`src/rtl/mt_stream_pkg.sv`:
```
// Shared definitions for the MT-side tagged memory stream (mux and unpacker).
package mt_stream_pkg;

    localparam int unsigned TAG_W    = 5;
    localparam int unsigned DATA_W   = 40;
    localparam int unsigned BX_W     = 3;
    localparam int unsigned NPORT_MT = 12;

    localparam logic [TAG_W-1:0] TAG_IDLE = '0;
    localparam logic [TAG_W-1:0] TAG_HDR  = '1;

    typedef struct packed {
        logic [TAG_W-1:0]  tag;
        logic [DATA_W-1:0] payload;
    } stream_word_t;

    typedef enum logic [0:0] {
        StWaitHdr,
        StRun
    } unpack_state_e;

    // Tags 1..NPORT_MT address a destination memory.
    function automatic logic tag_is_data(logic [TAG_W-1:0] tag);
        return (tag != TAG_IDLE) && (32'(tag) <= NPORT_MT);
    endfunction

    // Anything that is not idle, header or data is a protocol error.
    function automatic logic tag_is_illegal(logic [TAG_W-1:0] tag);
        return (tag != TAG_IDLE) && (tag != TAG_HDR) && !tag_is_data(tag);
    endfunction

endpackage

```
`src/rtl/mem_stream_unpack_mt_if.sv`:
```
// Bus bundle between the stream source and the unpacker: tagged word in,
// memory write port, event bookkeeping and error flags out.
interface mem_stream_unpack_mt_if
    import mt_stream_pkg::*;
#(
    parameter int unsigned NPORT = NPORT_MT,
    parameter int unsigned CNT_W = 6
);

    stream_word_t              stream_in;
    logic [NPORT-1:0]          wr_en;
    logic [DATA_W-1:0]         wr_data;
    logic [BX_W+CNT_W-1:0]     wr_addr;
    logic [BX_W-1:0]           bx_cur;
    logic                      evt_done;
    logic [NPORT*CNT_W-1:0]    evt_counts;
    logic                      err_tag;
    logic                      err_nohdr;
    logic                      err_bx;
    logic [NPORT-1:0]          ovf;

    // Stream source side.
    modport master (
        output stream_in,
        input  wr_en, wr_data, wr_addr, bx_cur, evt_done, evt_counts,
        input  err_tag, err_nohdr, err_bx, ovf
    );

    // Unpacker side.
    modport slave (
        input  stream_in,
        output wr_en, wr_data, wr_addr, bx_cur, evt_done, evt_counts,
        output err_tag, err_nohdr, err_bx, ovf
    );

endinterface

```
`src/rtl/mt_port_counter.sv`:
```
// Per-port entry counter: saturates at all-ones, flags a sticky overflow when
// a write is requested while saturated, cleared together with the overflow.
module mt_port_counter #(
    parameter int unsigned CNT_W = 6
) (
    input  logic             clk,
    input  logic             reset_n,
    input  logic             clr,
    input  logic             inc,
    output logic [CNT_W-1:0] cnt,
    output logic             sat,
    output logic             ovf
);

    logic [CNT_W-1:0] cnt_q, cnt_d;
    logic             ovf_q, ovf_d;

    assign sat = (cnt_q == '1);
    assign cnt = cnt_q;
    assign ovf = ovf_q;

    // Next count: clear wins, saturated increment turns into overflow.
    always_comb begin
        cnt_d = cnt_q;
        ovf_d = ovf_q;
        if (clr) begin
            cnt_d = '0;
            ovf_d = 1'b0;
        end else if (inc) begin
            if (sat) begin
                ovf_d = 1'b1;
            end else begin
                cnt_d = cnt_q + CNT_W'(1);
            end
        end
    end

    // Counter and overflow registers.
    always_ff @(posedge clk or negedge reset_n) begin
        if (!reset_n) begin
            cnt_q <= '0;
            ovf_q <= 1'b0;
        end else begin
            cnt_q <= cnt_d;
            ovf_q <= ovf_d;
        end
    end

endmodule

```
`src/rtl/mem_stream_unpack_mt.sv`:
```
// Receive end of the tagged MT memory stream. Stage 1 registers the incoming
// word, stage 2 decodes it into memory write strobes, BX-paged addresses,
// per-event entry counts and protocol error pulses.
module mem_stream_unpack_mt
    import mt_stream_pkg::*;
#(
    parameter int unsigned CNT_W = 6
) (
    input logic                   clk,
    input logic                   reset_n,
    mem_stream_unpack_mt_if.slave bus
);

    localparam int unsigned NPORT = NPORT_MT;

    stream_word_t word_q;

    unpack_state_e state_q, state_d;

    logic [NPORT-1:0]       wr_en_q, wr_en_d;
    logic [DATA_W-1:0]      wr_data_q, wr_data_d;
    logic [BX_W+CNT_W-1:0]  wr_addr_q, wr_addr_d;
    logic [BX_W-1:0]        bx_q, bx_d;
    logic                   evt_done_q, evt_done_d;
    logic [NPORT*CNT_W-1:0] evt_counts_q, evt_counts_d;
    logic                   err_tag_q, err_tag_d;
    logic                   err_nohdr_q, err_nohdr_d;
    logic                   err_bx_q, err_bx_d;

    logic                   cnt_clr;
    logic [NPORT-1:0]       cnt_inc;
    logic [CNT_W-1:0]       cnt [NPORT];
    logic [NPORT-1:0]       cnt_sat;
    logic [NPORT-1:0]       ovf;

    logic                   is_hdr;
    logic                   is_data;
    logic                   is_illegal;
    logic [BX_W-1:0]        hdr_bx;
    logic [BX_W-1:0]        bx_inc;

    // Stage 1: capture the raw stream word; reset leaves an idle word.
    always_ff @(posedge clk or negedge reset_n) begin
        if (!reset_n) begin
            word_q <= '0;
        end else begin
            word_q <= bus.stream_in;
        end
    end

    assign is_hdr     = (word_q.tag == TAG_HDR);
    assign is_data    = tag_is_data(word_q.tag);
    assign is_illegal = tag_is_illegal(word_q.tag);
    assign hdr_bx     = word_q.payload[DATA_W-1 -: BX_W];
    assign bx_inc     = bx_q + BX_W'(1);

    for (genvar p = 0; p < NPORT; p++) begin : g_cnt
        mt_port_counter #(
            .CNT_W (CNT_W)
        ) u_cnt (
            .clk     (clk),
            .reset_n (reset_n),
            .clr     (cnt_clr),
            .inc     (cnt_inc[p]),
            .cnt     (cnt[p]),
            .sat     (cnt_sat[p]),
            .ovf     (ovf[p])
        );
    end

    // Decode the stage-1 word: FSM next state, counter control, stage-2 outputs.
    always_comb begin
        state_d      = state_q;
        wr_en_d      = '0;
        wr_data_d    = '0;
        wr_addr_d    = '0;
        bx_d         = bx_q;
        evt_done_d   = 1'b0;
        evt_counts_d = evt_counts_q;
        err_tag_d    = 1'b0;
        err_nohdr_d  = 1'b0;
        err_bx_d     = 1'b0;
        cnt_clr      = 1'b0;
        cnt_inc      = '0;

        unique case (state_q)
            StWaitHdr: begin
                // First header after reset opens an event without closing one.
                if (is_hdr) begin
                    bx_d    = hdr_bx;
                    cnt_clr = 1'b1;
                    state_d = StRun;
                end else if (is_data) begin
                    err_nohdr_d = 1'b1;
                end else if (is_illegal) begin
                    err_tag_d = 1'b1;
                end
            end
            StRun: begin
                if (is_hdr) begin
                    for (int p = 0; p < NPORT; p++) begin
                        evt_counts_d[p*CNT_W +: CNT_W] = cnt[p];
                    end
                    evt_done_d = 1'b1;
                    err_bx_d   = (hdr_bx != bx_inc);
                    bx_d       = hdr_bx;
                    cnt_clr    = 1'b1;
                end else if (is_data) begin
                    for (int p = 0; p < NPORT; p++) begin
                        if (word_q.tag == TAG_W'(p + 1)) begin
                            // Counter raises ovf itself when already saturated.
                            cnt_inc[p] = 1'b1;
                            if (!cnt_sat[p]) begin
                                wr_en_d[p] = 1'b1;
                                wr_data_d  = word_q.payload;
                                wr_addr_d  = {bx_q, cnt[p]};
                            end
                        end
                    end
                end else if (is_illegal) begin
                    err_tag_d = 1'b1;
                end
            end
            default: state_d = StWaitHdr;
        endcase
    end

    // Stage 2: FSM state and registered outputs.
    always_ff @(posedge clk or negedge reset_n) begin
        if (!reset_n) begin
            state_q      <= StWaitHdr;
            wr_en_q      <= '0;
            wr_data_q    <= '0;
            wr_addr_q    <= '0;
            bx_q         <= '0;
            evt_done_q   <= 1'b0;
            evt_counts_q <= '0;
            err_tag_q    <= 1'b0;
            err_nohdr_q  <= 1'b0;
            err_bx_q     <= 1'b0;
        end else begin
            state_q      <= state_d;
            wr_en_q      <= wr_en_d;
            wr_data_q    <= wr_data_d;
            wr_addr_q    <= wr_addr_d;
            bx_q         <= bx_d;
            evt_done_q   <= evt_done_d;
            evt_counts_q <= evt_counts_d;
            err_tag_q    <= err_tag_d;
            err_nohdr_q  <= err_nohdr_d;
            err_bx_q     <= err_bx_d;
        end
    end

    assign bus.wr_en      = wr_en_q;
    assign bus.wr_data    = wr_data_q;
    assign bus.wr_addr    = wr_addr_q;
    assign bus.bx_cur     = bx_q;
    assign bus.evt_done   = evt_done_q;
    assign bus.evt_counts = evt_counts_q;
    assign bus.err_tag    = err_tag_q;
    assign bus.err_nohdr  = err_nohdr_q;
    assign bus.err_bx     = err_bx_q;
    assign bus.ovf        = ovf;

endmodule
```
`src/flat_wrapper.sv`:
```
// flat-port wrapper written by rule: the top's interface ports become plain ports
module mem_stream_unpack_mt_flat import mt_stream_pkg::*;
#(
    parameter int unsigned CNT_W = 6
)
  (clk, reset_n, bus_stream_in, bus_wr_en, bus_wr_data, bus_wr_addr, bus_bx_cur, bus_evt_done, bus_evt_counts, bus_err_tag, bus_err_nohdr, bus_err_bx, bus_ovf);
  mem_stream_unpack_mt_if #(.CNT_W(CNT_W)) bus_i ();
  input logic clk;
  input logic reset_n;
  input wire logic [$bits(bus_i.stream_in)-1:0] bus_stream_in;
  output wire logic [$bits(bus_i.wr_en)-1:0] bus_wr_en;
  output wire logic [$bits(bus_i.wr_data)-1:0] bus_wr_data;
  output wire logic [$bits(bus_i.wr_addr)-1:0] bus_wr_addr;
  output wire logic [$bits(bus_i.bx_cur)-1:0] bus_bx_cur;
  output wire logic [$bits(bus_i.evt_done)-1:0] bus_evt_done;
  output wire logic [$bits(bus_i.evt_counts)-1:0] bus_evt_counts;
  output wire logic [$bits(bus_i.err_tag)-1:0] bus_err_tag;
  output wire logic [$bits(bus_i.err_nohdr)-1:0] bus_err_nohdr;
  output wire logic [$bits(bus_i.err_bx)-1:0] bus_err_bx;
  output wire logic [$bits(bus_i.ovf)-1:0] bus_ovf;
  assign bus_i.stream_in = bus_stream_in;
  assign bus_wr_en = bus_i.wr_en;
  assign bus_wr_data = bus_i.wr_data;
  assign bus_wr_addr = bus_i.wr_addr;
  assign bus_bx_cur = bus_i.bx_cur;
  assign bus_evt_done = bus_i.evt_done;
  assign bus_evt_counts = bus_i.evt_counts;
  assign bus_err_tag = bus_i.err_tag;
  assign bus_err_nohdr = bus_i.err_nohdr;
  assign bus_err_bx = bus_i.err_bx;
  assign bus_ovf = bus_i.ovf;
  mem_stream_unpack_mt #(.CNT_W(CNT_W)) u_core (.clk(clk), .reset_n(reset_n), .bus(bus_i));
endmodule
```
`config.mk`:
```
export PLATFORM = sky130hd
export DESIGN_NAME = mem_stream_unpack_mt_flat
export DESIGN_NICKNAME = d
export VERILOG_FILES = /design/src/rtl/mt_stream_pkg.sv /design/src/rtl/mem_stream_unpack_mt_if.sv /design/src/rtl/mt_port_counter.sv /design/src/rtl/mem_stream_unpack_mt.sv /design/src/flat_wrapper.sv
export SDC_FILE = /design/constraint.sdc
export NUM_CORES = 1
export LEC_CHECK = 0
export BUFFER_PORTS_ARGS = -buffer_cell sky130_fd_sc_hd__buf_2
export CAP_MARGIN = 10
export CORE_MARGIN = 8
export CORE_UTILIZATION = 61
export DETAILED_ROUTE_END_ITERATION = 16
export PLACE_DENSITY_LB_ADDON = 0.08
export SLEW_MARGIN = 5
export SYNTH_ARGS = -nofsm -noshare
export SYNTH_HDL_FRONTEND = slang
export SYNTH_SLANG_ARGS = --single-unit
```
`constraint.sdc`:
```
create_clock -name clk -period 4.11 [get_ports clk]
set_clock_uncertainty 0.05 [all_clocks]
set_input_delay 0.822 -clock clk [delete_from_list [all_inputs] [get_ports clk]]
set_output_delay 0.822 -clock clk [all_outputs]
set_load 0.02 [all_outputs]
```
==> results of run 1 <==
-- per-layer routing --
layer / routed length [um] / vias to the layer above
met1: 12700 / 4316
li1: - / 4093
met5: 0 / -
met2: 14000 / 378
met4: 757 / 0
met3: 2260 / 59
-- synth_stat cells, types with 15 or more instances --
| library cell | count | area [sq um] |
|---|---|---|
| nand3_1 | 31 | 155 |
| dfrtp_1 | 270 | 6760 |
| inv_1 | 64 | 240 |
| nor2_1 | 81 | 304 |
| nor3_1 | 21 | 105 |
| nand2_1 | 247 | 927 |
| clkbuf_1 | 19 | 71.3 |
| xnor2_1 | 36 | 315 |
| nand4_1 | 15 | 93.8 |
| buf_2 | 22 | 110 |
| a211oi_2 | 41 | 513 |
| buf_4 | 22 | 165 |
| o21ai_0 | 27 | 135 |
-- how the worst max path moves through the flow --
stage,cells after the start,end,slack (ps)
6_report,7,u_core.bus.wr_data[24],1090
5_1_grt,7,u_core.bus.wr_addr[6],820
4_1_cts,7,u_core.bus.wr_data[24],1080
3_5_place_dp,7,u_core.bus.wr_data[22],1130
3_3_place_gp,7,u_core.bus.wr_addr[6],1200
2_1_floorplan,7,u_core.bus.wr_addr[3],2140
-- cell type report --
class | instances | area, sq um
clock inverter | 11 | 188
multi-input combinational | 702 | 4310
tap | 234 | 293
inverter | 65 | 244
fill | 1336 | 5100
clock buffer | 34 | 732
sequential | 270 | 6760
timing repair buffer | 215 | 1150
-- stage by stage --
stage / power, mW / instance area (sq um) / hold slack (ps)
finish: 5.84 / 13700 / 331
detailed placement: 3.35 / 12800 / 407
CTS: 5.89 / 13700 / 344
global placement: 3.34 / 12800 / 403
floorplan: 3.16 / 11700 / 400
global route: 6.04 / 13700 / 346
-- critical path: stages, from the launching register on --
cell and delay [ps]:
dfrtp_1 430, ha_1 190, nand3_1 140, o211ai_1 690, nand4_1 270, nor2_4 630
buf_4 360, a211oi_2 100
-- cell usage in the layout, fill, tap and decap left out, drive strengths merged, types with 6 or more instances in the layout --
cell type	instances
o21ai	32
clkinv	6
nor3	23
and3	7
o211ai	15
and2	9
ha	13
clkbuf	34
nand2	248
nand4	15
nor4	19
a21oi	11
o22ai	11
nor2	84
xor2	13
nand3	34
mux2i	12
dfrtp	270
buf	215
xnor2	36
a211oi	47
nand2b	6
inv	65
-- logic make-up (layout without fill, tap and decap cells) --
| logic type | after synthesis | count (layout) |
|---|---|---|
| buffers and inverters | 136 | 325 |
| and+or+nand+nor | 468 | 468 |
| DFF | 270 | 270 |
| xor gates and xnor gates | 49 | 49 |
| AOI/OAI and AO/OA | 159 | 159 |
| muxes | 13 | 13 |
| adders and majority gates | 13 | 13 |
-- registers in the layout (all words and copies together) (netlist names), 3 cells and up --
| register | cells |
|---|---|
| u_core.bus.wr_en | 12 |
| u_core.word_q | 42 |
| u_core.bus.bx_cur | 3 |
| u_core.g_cnt.u_cnt.ovf | 12 |
| u_core.bus.wr_data | 40 |
| u_core.bus.evt_counts | 72 |
| u_core.hdr_bx | 3 |
| u_core.g_cnt.u_cnt.cnt | 72 |
| u_core.bus.wr_addr | 9 |
-- power by group through the flow --
stage	clock network, mW	logic (mW)	registers, mW
floorplan	0	0.255	2.90
global placement	0	0.467	2.87
detailed placement	0	0.474	2.88
CTS	2.58	0.479	2.83
global route	2.68	0.520	2.84
finish	2.54	0.473	2.83
==> key figures, run 1 <==
STA
  • Final WS setup: 1090 ps
  • Setup_tns: 0 ps
  • Fin crit share: 73.5%
  • Slew Viols, Final: 0
  • Unrepaired setup endpoints after global routing: no
  • Worst slew margin: 41.9%
  • Final Hold Viols: 0
  • # setup viols final: 0
  • Max Freq: 0.331 GHz
  • Slew @ Worst Pin: 872 ps
  • Min Tclk post-route: 3020 ps

Run status
  • Outcome: completed

Logic synthesis
  • Yosys cell types: 74
  • Compound-gate portion of the synthesized area: 11.7%
  • Post-synthesis cell area: 11700 sq um
  • Syn Inst Count: 1108
  • Simple-gate share of the synthesized area: 18.8%
  • Post-synth top flop: dfrtp_1
  • Yosys reg bits: 270
  • Mux cell area share after synthesis: 1.12%
  • Main combinational cell family by area after synthesis: simple AND/OR/NAND/NOR gates
  • Post-synth EDFFs: 0
  • Synth Area in XOR/XNOR: 3.66%
  • Synth warnings: 0
  • Post-Syn Nets: 1168
  • FFs w/ async S/R, synth: 100%
  • Post-synthesis sequential area ratio: 57.5%
  • Mean area per synthesized cell: 10.6 sq um
  • Adder-cell share of the synthesized area: 1.39%

Power
  • Power per cell area: 427 nW/um^2
  • Combinational power share: 8.1%
  • Leakage Power: 7.01 nW
  • Cell internal pwr: 4.45 mW
  • Sw frac: 23.7%
  • Sequential share of power: 48.5%
  • Clock network fraction of total power: 43.4%
  • Worst VDD drop: 0.262 mV
  • Switching pwr: 1.39 mW

Worst setup path
  • Worst Path Required: 4420 ps
  • Worst path arrival time: 3330 ps
  • Reg2reg start: u_core.g_cnt[1].u_cnt.cnt[0]
  • R2R Setup Slk: 1090 ps
  • Crit path kind: reg -> reg
  • Startpoint Class: flip-flop
  • Worst Setup SP: u_core.g_cnt[1].u_cnt.cnt[0]
  • Reg2Reg Depth: 7
  • Crit path max fanout: 21
  • CP endpoint kind: flip-flop
  • FF-to-FF End: u_core.bus.wr_data[24]

Clock network
  • Clock latency on the worst-skew pair: 520 ps
  • TritonCTS Buffers: 27
  • Clock Pin Slew Worst Setup and Hold Paths: 60 ps
  • CTS tree: yes
  • CTS sink count: 270
  • H-tree levels: 1
  • Root buf cell: clkbuf_16
  • Gates resized, CTS repair: 0
  • # hold bufs at CTS: 0
  • CTS max path bufs: 3
  • Setup bufs post-CTS: 0

GRT
  • Total global-route track usage: 24.5%
  • Grt ovf: 0
  • Met2 Use GR: 39.9%
  • GRT met3 Usage: 4.60%
  • Vias in the first global route: 8861
  • Busiest grt layer: met2
  • First-pass GRT wire length: 47.4 mm
  • Largest net degree at the start of global routing: 111
  • GR Util met1: 33.0%
  • Initial antenna violation count: 0

Floorplan
  • Die footprint: 23900 sq um
  • Initial Util: 62.6%
  • Top Ports: 199
  • Core box area: 18800 sq um
  • # rows: 50
  • Die width: 155 um
  • Die height: 155 um

Place
  • DP HPWL: 20.5 mm
  • Placed Cells: 1486
  • Worst slack at placement: 1130 ps
  • # port buffers: 198
  • Routability cong.: 0.958

Job
  • Max-Cap Viols: 0

Final layout
  • Final non-filler cell total: 1531
  • Ant diodes: 0
  • Share of post-route cells with drive strength above 1: 25.8%
  • Fin util: 72.8%
  • Area grow syn2layout: 16.4%
  • Final #Nets: 1341

Route
  • Post-route ant nets: 0
  • Drt initial violations: 721
  • Routed vias: 8846
  • DR pass1 iterations: 5
  • DR vias/cell: 5.78
  • Post-Route WL: 29.7 mm
  • DRC violations left: 0
  • WL/cell: 19.4 um

Hold path
  • HP Class: in -> async
No activity file was read; power rests on OpenSTA's default activity.
==> run 2: changes to the inputs <==
--- a/config.mk
+++ b/config.mk
@@ -8,7 +8,7 @@
 export BUFFER_PORTS_ARGS = -buffer_cell sky130_fd_sc_hd__buf_2
 export CAP_MARGIN = 10
 export CORE_MARGIN = 8
-export CORE_UTILIZATION = 61
+export CORE_UTILIZATION = 56
 export DETAILED_ROUTE_END_ITERATION = 16
 export PLACE_DENSITY_LB_ADDON = 0.08
 export SLEW_MARGIN = 5
==> constraint.sdc (replaced) <==
create_clock -name clk -period 3.05 [get_ports clk]
set_clock_uncertainty 0.05 [all_clocks]
set_input_delay 0.61 -clock clk [delete_from_list [all_inputs] [get_ports clk]]
set_output_delay 0.61 -clock clk [all_outputs]
set_load 0.02 [all_outputs]
==> key figures, run 2 (synthesized netlist as in run 1, its figures left out) <==
Worst setup path
  • Crit path kind: reg -> reg
  • CP endpoint kind: flip-flop
  • Worst path arrival time: 2990 ps (-340 ps)
  • Crit path max fanout: 44 (+110%)
  • Worst Path Required: 3420 ps (-1000 ps)
  • Startpoint Class: flip-flop

Route
  • Met3 wire length: 2.01 mm (-11%)
  • Top layer in use: met4
  • DR pass1 iterations: 7 (+2)
  • Routed vias: 8880 (+0.38%)
  • Drt initial violations: 608 (-16%)
  • M1 wire length: 13.6 mm (+7.5%)
  • Post-route ant nets: 0 (unchanged)
  • Met2 routed WL: 14.2 mm (+1.1%)
  • DRC violations left: 0 (unchanged)
  • DR vias/cell: 5.59 (-3.2%)
  • WL/cell: 19.3 um (-0.77%)
  • Post-Route WL: 30.6 mm (+2.9%)

Floorplan
  • Die height: 161 um (+3.9%)
  • Top Ports: 199 (unchanged)
  • # rows: 53 (+6.0%)
  • Initial Util: 56.4% (-6.2 points)
  • Die footprint: 25900 sq um (+8.0%)
  • Core box area: 20800 sq um (+11%)
  • Die width: 161 um (+3.9%)

Run status
  • Outcome: complete, but fails checks
  • Failing checks: hold timing

Place
  • # port buffers: 198 (unchanged)
  • Worst slack at placement: 546 ps (-584 ps)
  • DP HPWL: 21.2 mm (+3.5%)
  • Routability cong.: 0.908 (-5.2%)

Final layout
  • Commonest cells after routing, fill and taps aside: 270 x dfrtp_1, 247 x nand2_1, 197 x buf_2, 81 x nor2_1, 64 x inv_1
  • Most common cell after layout, fill and taps aside: dfrtp_1
  • Ant diodes: 0 (unchanged)
  • Final #Nets: 1352 (+0.82%)
  • Fin util: 66.9% (-5.9 points)
  • Area grow syn2layout: 18.7%
  • Share of post-route cells with drive strength above 1: 26.8% (+1.1 points)

Clock network
  • CTS sink count: 270 (unchanged)
  • Clock Pin Slew Worst Setup and Hold Paths: 70 ps (about the same)
  • Gates resized, CTS repair: 0 (unchanged)
  • TritonCTS Buffers: 28 (+3.7%)
  • Root buf cell: clkbuf_16
  • CTS max path bufs: 3 (unchanged)
  • # hold bufs at CTS: 0 (unchanged)
  • H-tree levels: 1 (unchanged)
  • Setup bufs post-CTS: 0 (unchanged)
  • Clock latency on the worst-skew pair: 540 ps (+20 ps)
  • CTS tree: yes

GRT
  • First-pass GRT wire length: 49.2 mm (+3.8%)
  • Initial antenna violation count: 0 (unchanged)
  • Grt ovf: 0 (unchanged)
  • Vias in the first global route: 8741 (-1.4%)
  • Largest net degree at the start of global routing: 89 (-20%)
  • Total global-route track usage: 23.3% (-1.2 points)

Power
  • Leakage Power: 7.12 nW (+1.5%)
  • Overall power: 8.10 mW (+39%)
  • Worst VDD drop: 0.326 mV (+24%)
  • Power per cell area: 582 nW/um^2 (+36%)

STA
  • Setup_tns: 0 ps (unchanged)
  • Final Hold Viols: 8 (+8)
  • Worst slew margin: 40.5% (-1.4 points)
  • Max Freq: 0.381 GHz (+15%)
  • Min Tclk post-route: 2620 ps (-395 ps)
  • WHS: -19.2 ps (-350 ps)
  • Slew @ Worst Pin: 893 ps (+21.5 ps)
  • Unrepaired setup endpoints after global routing: no
  • # setup viols final: 0 (unchanged)
  • Fin crit share: 86.0% (+13 points)
  • Slew Viols, Final: 0 (unchanged)
  • Final WS setup: 426 ps (-665 ps)

Job
  • Max-Cap Viols: 0 (unchanged)

Hold path
  • HP Class: in -> async
[run 2: cell count changes in the layout (fill, tap and decap cells not counted), moves of 3 or more]
cell,before,now
buf_12,2,7
buf_4,15,20
clkbuf_8,3,6
clkinv_2,4,7
[run 2: layout make-up]
cell class                 instances  area (sq um)
sequential                       270          6760
clock buffer                      37           816
timing repair buffer             225          1290
inverter                          65           244
tap                              275           344
clock inverter                    14           179
multi-input combinational        702          4310
fill                            1651          6890
[run 2: power by group]
group          total, mW  leakage, nW  switching [mW]  internal (mW)
Combinational      0.653         2.99           0.445          0.209
Clock               3.63        0.492            1.42           2.21
Sequential          3.82         3.64           0.116           3.70
Total               8.10         7.12            1.98           6.13
[run 2: worst max-delay path, stage by stage, from the launching register on]
cell and delay (ps):
dfrtp_1 490, nor2b_1 590, nand2_1 390, o21ai_2 360, nor4_4 70, buf_12 210
a211oi_1 310
[run 2: through the flow]
| stage | instance area (sq um) | std cells |
|---|---|---|
| after detailed placement | 12900 | 1537 |
| after floorplan | 11700 | 1108 |
| after global routing | 13900 | 1588 |
| after global placement | 12900 | 1537 |
| after CTS | 13900 | 1588 |
| final | 13900 | 1588 |
[run 2: final timing paths]
path	from	to	slack, ps	depth (start not counted)
max in group asynchronous	reset_n	u_core.bus.wr_data[13]	2210	2
hold / removal	reset_n	u_core.bus.wr_data[18]	-20	1
setup / recovery	u_core.word_q[41]	u_core.bus.wr_addr[6]	430	6
setup reg to reg	u_core.word_q[41]	u_core.bus.wr_addr[6]	430	6
hold reg to reg	u_core.bus.evt_counts[1]	u_core.bus.evt_counts[1]	420	2
min in group clk	bus_stream_in[31]	u_core.word_q[31]	130	1
[run 2: layer usage]
metal,global-route usage [%],vias to the layer above
met5,0,-
met1,31.8,4372
li1,-,4105
met2,37.4,338
met3,4.53,65
met4,6.82,0
==> run 3: changes to the inputs <==
--- a/config.mk
+++ b/config.mk
@@ -14,4 +14,5 @@
 export SLEW_MARGIN = 5
 export SYNTH_ARGS = -nofsm -noshare
 export SYNTH_HDL_FRONTEND = slang
+export SYNTH_HIERARCHICAL = 1
 export SYNTH_SLANG_ARGS = --single-unit
==> key figures, run 3 <==
Worst setup path
  • R2R Setup Slk: 280 ps (-150 ps)
  • Cell Chain, Critical Path: ha_1, nand2_1, nor2b_4, mux2_1, or3_1, and2b_4, a31oi_4, buf_12, and2_1
  • Reg2reg start: u_core/g_cnt[3].u_cnt/cnt[0]
  • Crit path max fanout: 43 (-2.3%)
  • Reg2Reg Depth: 9 (+3)
  • FF-to-FF End: u_core/bus.wr_data[36]
  • CP max stage delay: 470 ps (-120 ps)
  • Worst path arrival time: 3190 ps (+200 ps)
  • Worst Path Required: 3470 ps (+50 ps)
  • CP endpoint kind: flip-flop
  • Startpoint Class: flip-flop
  • CP max-delay cell: dfrtp_1
  • Crit path kind: reg -> reg

GRT
  • Largest net degree at the start of global routing: 101 (+13%)
  • GRT met3 Usage: 4.10% (-0.43 points)
  • Grt ovf: 0 (unchanged)
  • GR Util met1: 30.4% (-1.5 points)
  • First-pass GRT wire length: 47.4 mm (-3.6%)
  • Total global-route track usage: 22.0% (-1.3 points)
  • Met2 Use GR: 35.4% (-2.0 points)
  • Vias in the first global route: 8706 (-0.40%)
  • Initial antenna violation count: 0 (unchanged)
  • Busiest grt layer: met2

Clock network
  • Setup bufs post-CTS: 0 (unchanged)
  • Gates resized, CTS repair: 0 (unchanged)
  • Clock Pin Slew Worst Setup and Hold Paths: 60 ps (about the same)
  • H-tree levels: 1 (unchanged)
  • CTS sink count: 270 (unchanged)
  • CTS max path bufs: 3 (unchanged)
  • CTS tree: yes
  • Clock latency on the worst-skew pair: 550 ps (about the same)
  • Root buf cell: clkbuf_16
  • TritonCTS Buffers: 28 (unchanged)
  • # hold bufs at CTS: 0 (unchanged)

Logic synthesis
  • Synth area leaders: dfrtp_1 57%, mux2_2 6.8%, nor3b_1 2.3%, and2_1 2.3%, nand2_1 2.1%
  • Post-synthesis sequential area ratio: 56.5% (-1.0 points)
  • Post-Syn Nets: 1078 (-7.7%)
  • Most instantiated cells after synthesis: 270 x dfrtp_1, 72 x mux2_2, 66 x nand2_1, 51 x nor2_1, 43 x and2_1
  • Compound-gate portion of the synthesized area: 12.2% (+0.50 points)
  • Yosys reg bits: 270 (unchanged)
  • Synth warnings: 6 (+6)
  • Post-synth EDFFs: 0 (unchanged)
  • Simple-gate share of the synthesized area: 18.4% (-0.42 points)
  • Mux cell area share after synthesis: 6.88% (+5.8 points)
  • Post-synth top flop: dfrtp_1
  • Yosys cell types: 54 (-27%)
  • Mean area per synthesized cell: 11.7 sq um (+11%)
  • Post-synth top area share: 56.5% (-1.0 points)
  • Syn Inst Count: 1018 (-8.1%)
  • Count leader, synth: dfrtp_1
  • Post-synth top area cell: dfrtp_1
  • Main combinational cell family by area after synthesis: simple AND/OR/NAND/NOR gates
  • Post-synthesis cell area: 12000 sq um (+1.8%)
  • Adder-cell share of the synthesized area: 1.36% (-0.025 points)
  • FFs w/ async S/R, synth: 100% (unchanged)
  • Synth Area in XOR/XNOR: 0.293% (-3.4 points)

STA
  • WHS: 8.96 ps (+28.2 ps)
  • Slew Viols, Final: 0 (unchanged)
  • Final WS setup: 280 ps (-146 ps)
  • Min Tclk post-route: 2770 ps (+146 ps)
  • Fin crit share: 90.8% (+4.8 points)
  • # setup viols final: 0 (unchanged)
  • Max Freq: 0.361 GHz (-5.3%)
  • Slew @ Worst Pin: 657 ps (-236 ps)
  • Final Hold Viols: 0 (-8)
  • Setup_tns: 0 ps (unchanged)
  • Unrepaired setup endpoints after global routing: no
  • Worst slew margin: 56.2% (+16 points)

Power
  • Worst VDD drop: 0.449 mV (+38%)
  • Overall power: 8.70 mW (+7.4%)
  • Power per cell area: 616 nW/um^2 (+6.0%)
  • Leakage Power: 6.77 nW (-4.9%)

Final layout
  • Fill cells: 1644 (-0.42%)
  • Share of post-route cells with drive strength above 1: 29.8% (+2.9 points)
  • Area of the multi-input gates: 4680 sq um (+8.8%)
  • Most common cell after layout, fill and taps aside: dfrtp_1
  • Area grow syn2layout: 18.1%
  • Final #Nets: 1274 (-5.8%)
  • Ant diodes: 0 (unchanged)
  • Commonest cells after routing, fill and taps aside: 270 x dfrtp_1, 197 x buf_2, 72 x mux2_2, 65 x nand2_1, 51 x nor2_1
  • Reg area: 6760 sq um (unchanged)

Run status
  • Outcome: completed

Floorplan
  • Core box area: 21000 sq um (+0.96%)
  • Initial Util: 56.9% (+0.48 points)
  • # rows: 53 (unchanged)
  • Top Ports: 199 (unchanged)
  • Die height: 162 um (+0.81%)
  • Die footprint: 26300 sq um (+1.6%)
  • Die width: 162 um (+0.81%)

Route
  • DR pass1 iterations: 5 (-2)
  • WL/cell: 19.3 um (+0.11%)
  • DRC violations left: 0 (unchanged)
  • Routed vias: 8901 (+0.24%)
  • Post-Route WL: 29.0 mm (-5.1%)
  • DR vias/cell: 5.91 (+5.8%)
  • Post-route ant nets: 0 (unchanged)
  • Drt initial violations: 643 (+5.8%)

Place
  • # port buffers: 198 (unchanged)
  • DP HPWL: 20.3 mm (-4.3%)
  • Worst slack at placement: 339 ps (-206 ps)
  • Routability cong.: 0.849 (-6.5%)

Job
  • Max-Cap Viols: 0 (unchanged)

Hold path
  • HP Class: in -> async
==> run 3: cell count changes after synthesis, moves of 24 or more <==
cell,previous run,this run
inv_1,64,37
xnor2_1,36,2
a21oi_1,11,38
and2_1,9,43
o21ai_0,27,0
nand2_1,247,66
nor2_1,81,51
nor3b_1,0,37
a211oi_2,41,0
mux2_2,1,72
nand4b_1,0,24
==> run 3: layout make-up <==
cell class / instances / share of cell area (%)
Clock buffer: 39 / 5.68
Clock inverter: 7 / 0.567
Inverter: 38 / 1.01
Multi-Input combinational cell: 648 / 33.2
Sequential cell: 270 / 47.8
Tap cell: 275 / 2.44
Timing Repair Buffer: 228 / 9.30
==> run 3: cells by family (layout without fill, tap and decap cells) <==
logic type,after synthesis,count (layout)
AND/OR/NAND/NOR,365,365
flip-flops,270,270
AO/OA/AOI/OAI,193,193
buffers and inverters,100,312
multiplexers,73,73
adder cells (fa/ha/maj),13,13
XOR/XNOR,4,4
==> run 3: routing by layer <==
metal,vias to the layer above,wire [um],share of wire [%]
met4,0,534,1.8
met2,299,13700,47
met3,38,1950,6.7
li1,4150,-,-
met1,4414,12800,44
met5,-,0,0
==> run 3: how the worst max path moves through the flow <==
stage | startpoint | to | slack [ps] | cells past startpoint
2_1_floorplan | u_core/g_cnt[11].u_cnt/cnt[0] | u_core/bus.wr_addr[6] | 590 | 8
3_3_place_gp | u_core/g_cnt[3].u_cnt/cnt[0] | u_core/bus.wr_data[38] | 400 | 9
3_5_place_dp | u_core/g_cnt[3].u_cnt/cnt[0] | u_core/bus.wr_data[10] | 340 | 9
4_1_cts | u_core/g_cnt[3].u_cnt/cnt[0] | u_core/bus.wr_data[31] | 310 | 9
5_1_grt | u_core/g_cnt[2].u_cnt/cnt[0] | u_core/bus.wr_data[7] | 80 | 9
6_report | u_core/g_cnt[3].u_cnt/cnt[0] | u_core/bus.wr_data[36] | 280 | 9
==> run 3: where the power goes <==
group,internal [mW],total (mW),switching [mW]
clock network,1.91,3.24,1.33
logic,0.529,1.20,0.671
registers,3.87,4.26,0.391
total,6.31,8.70,2.40
==> run 3: critical path: cells and delay by family (launching register included) <==
kind            cells  cell delay, ps
simple gates        5            1190
flops               1             470
fa+ha+maj           1             300
mux                 1             290
buf+inv             1             230
compound gates      1             170
==> run 3: stage by stage <==
step / std cells / area [sq um] / util [%]
after floorplan: 1018 / 12000 / -
after global placement: 1459 / 13200 / 63.0
after detailed placement: 1459 / 13200 / 63.0
after CTS: 1505 / 14100 / 67.2
after global routing: 1505 / 14100 / 67.2
final: 1505 / 14100 / 67.2
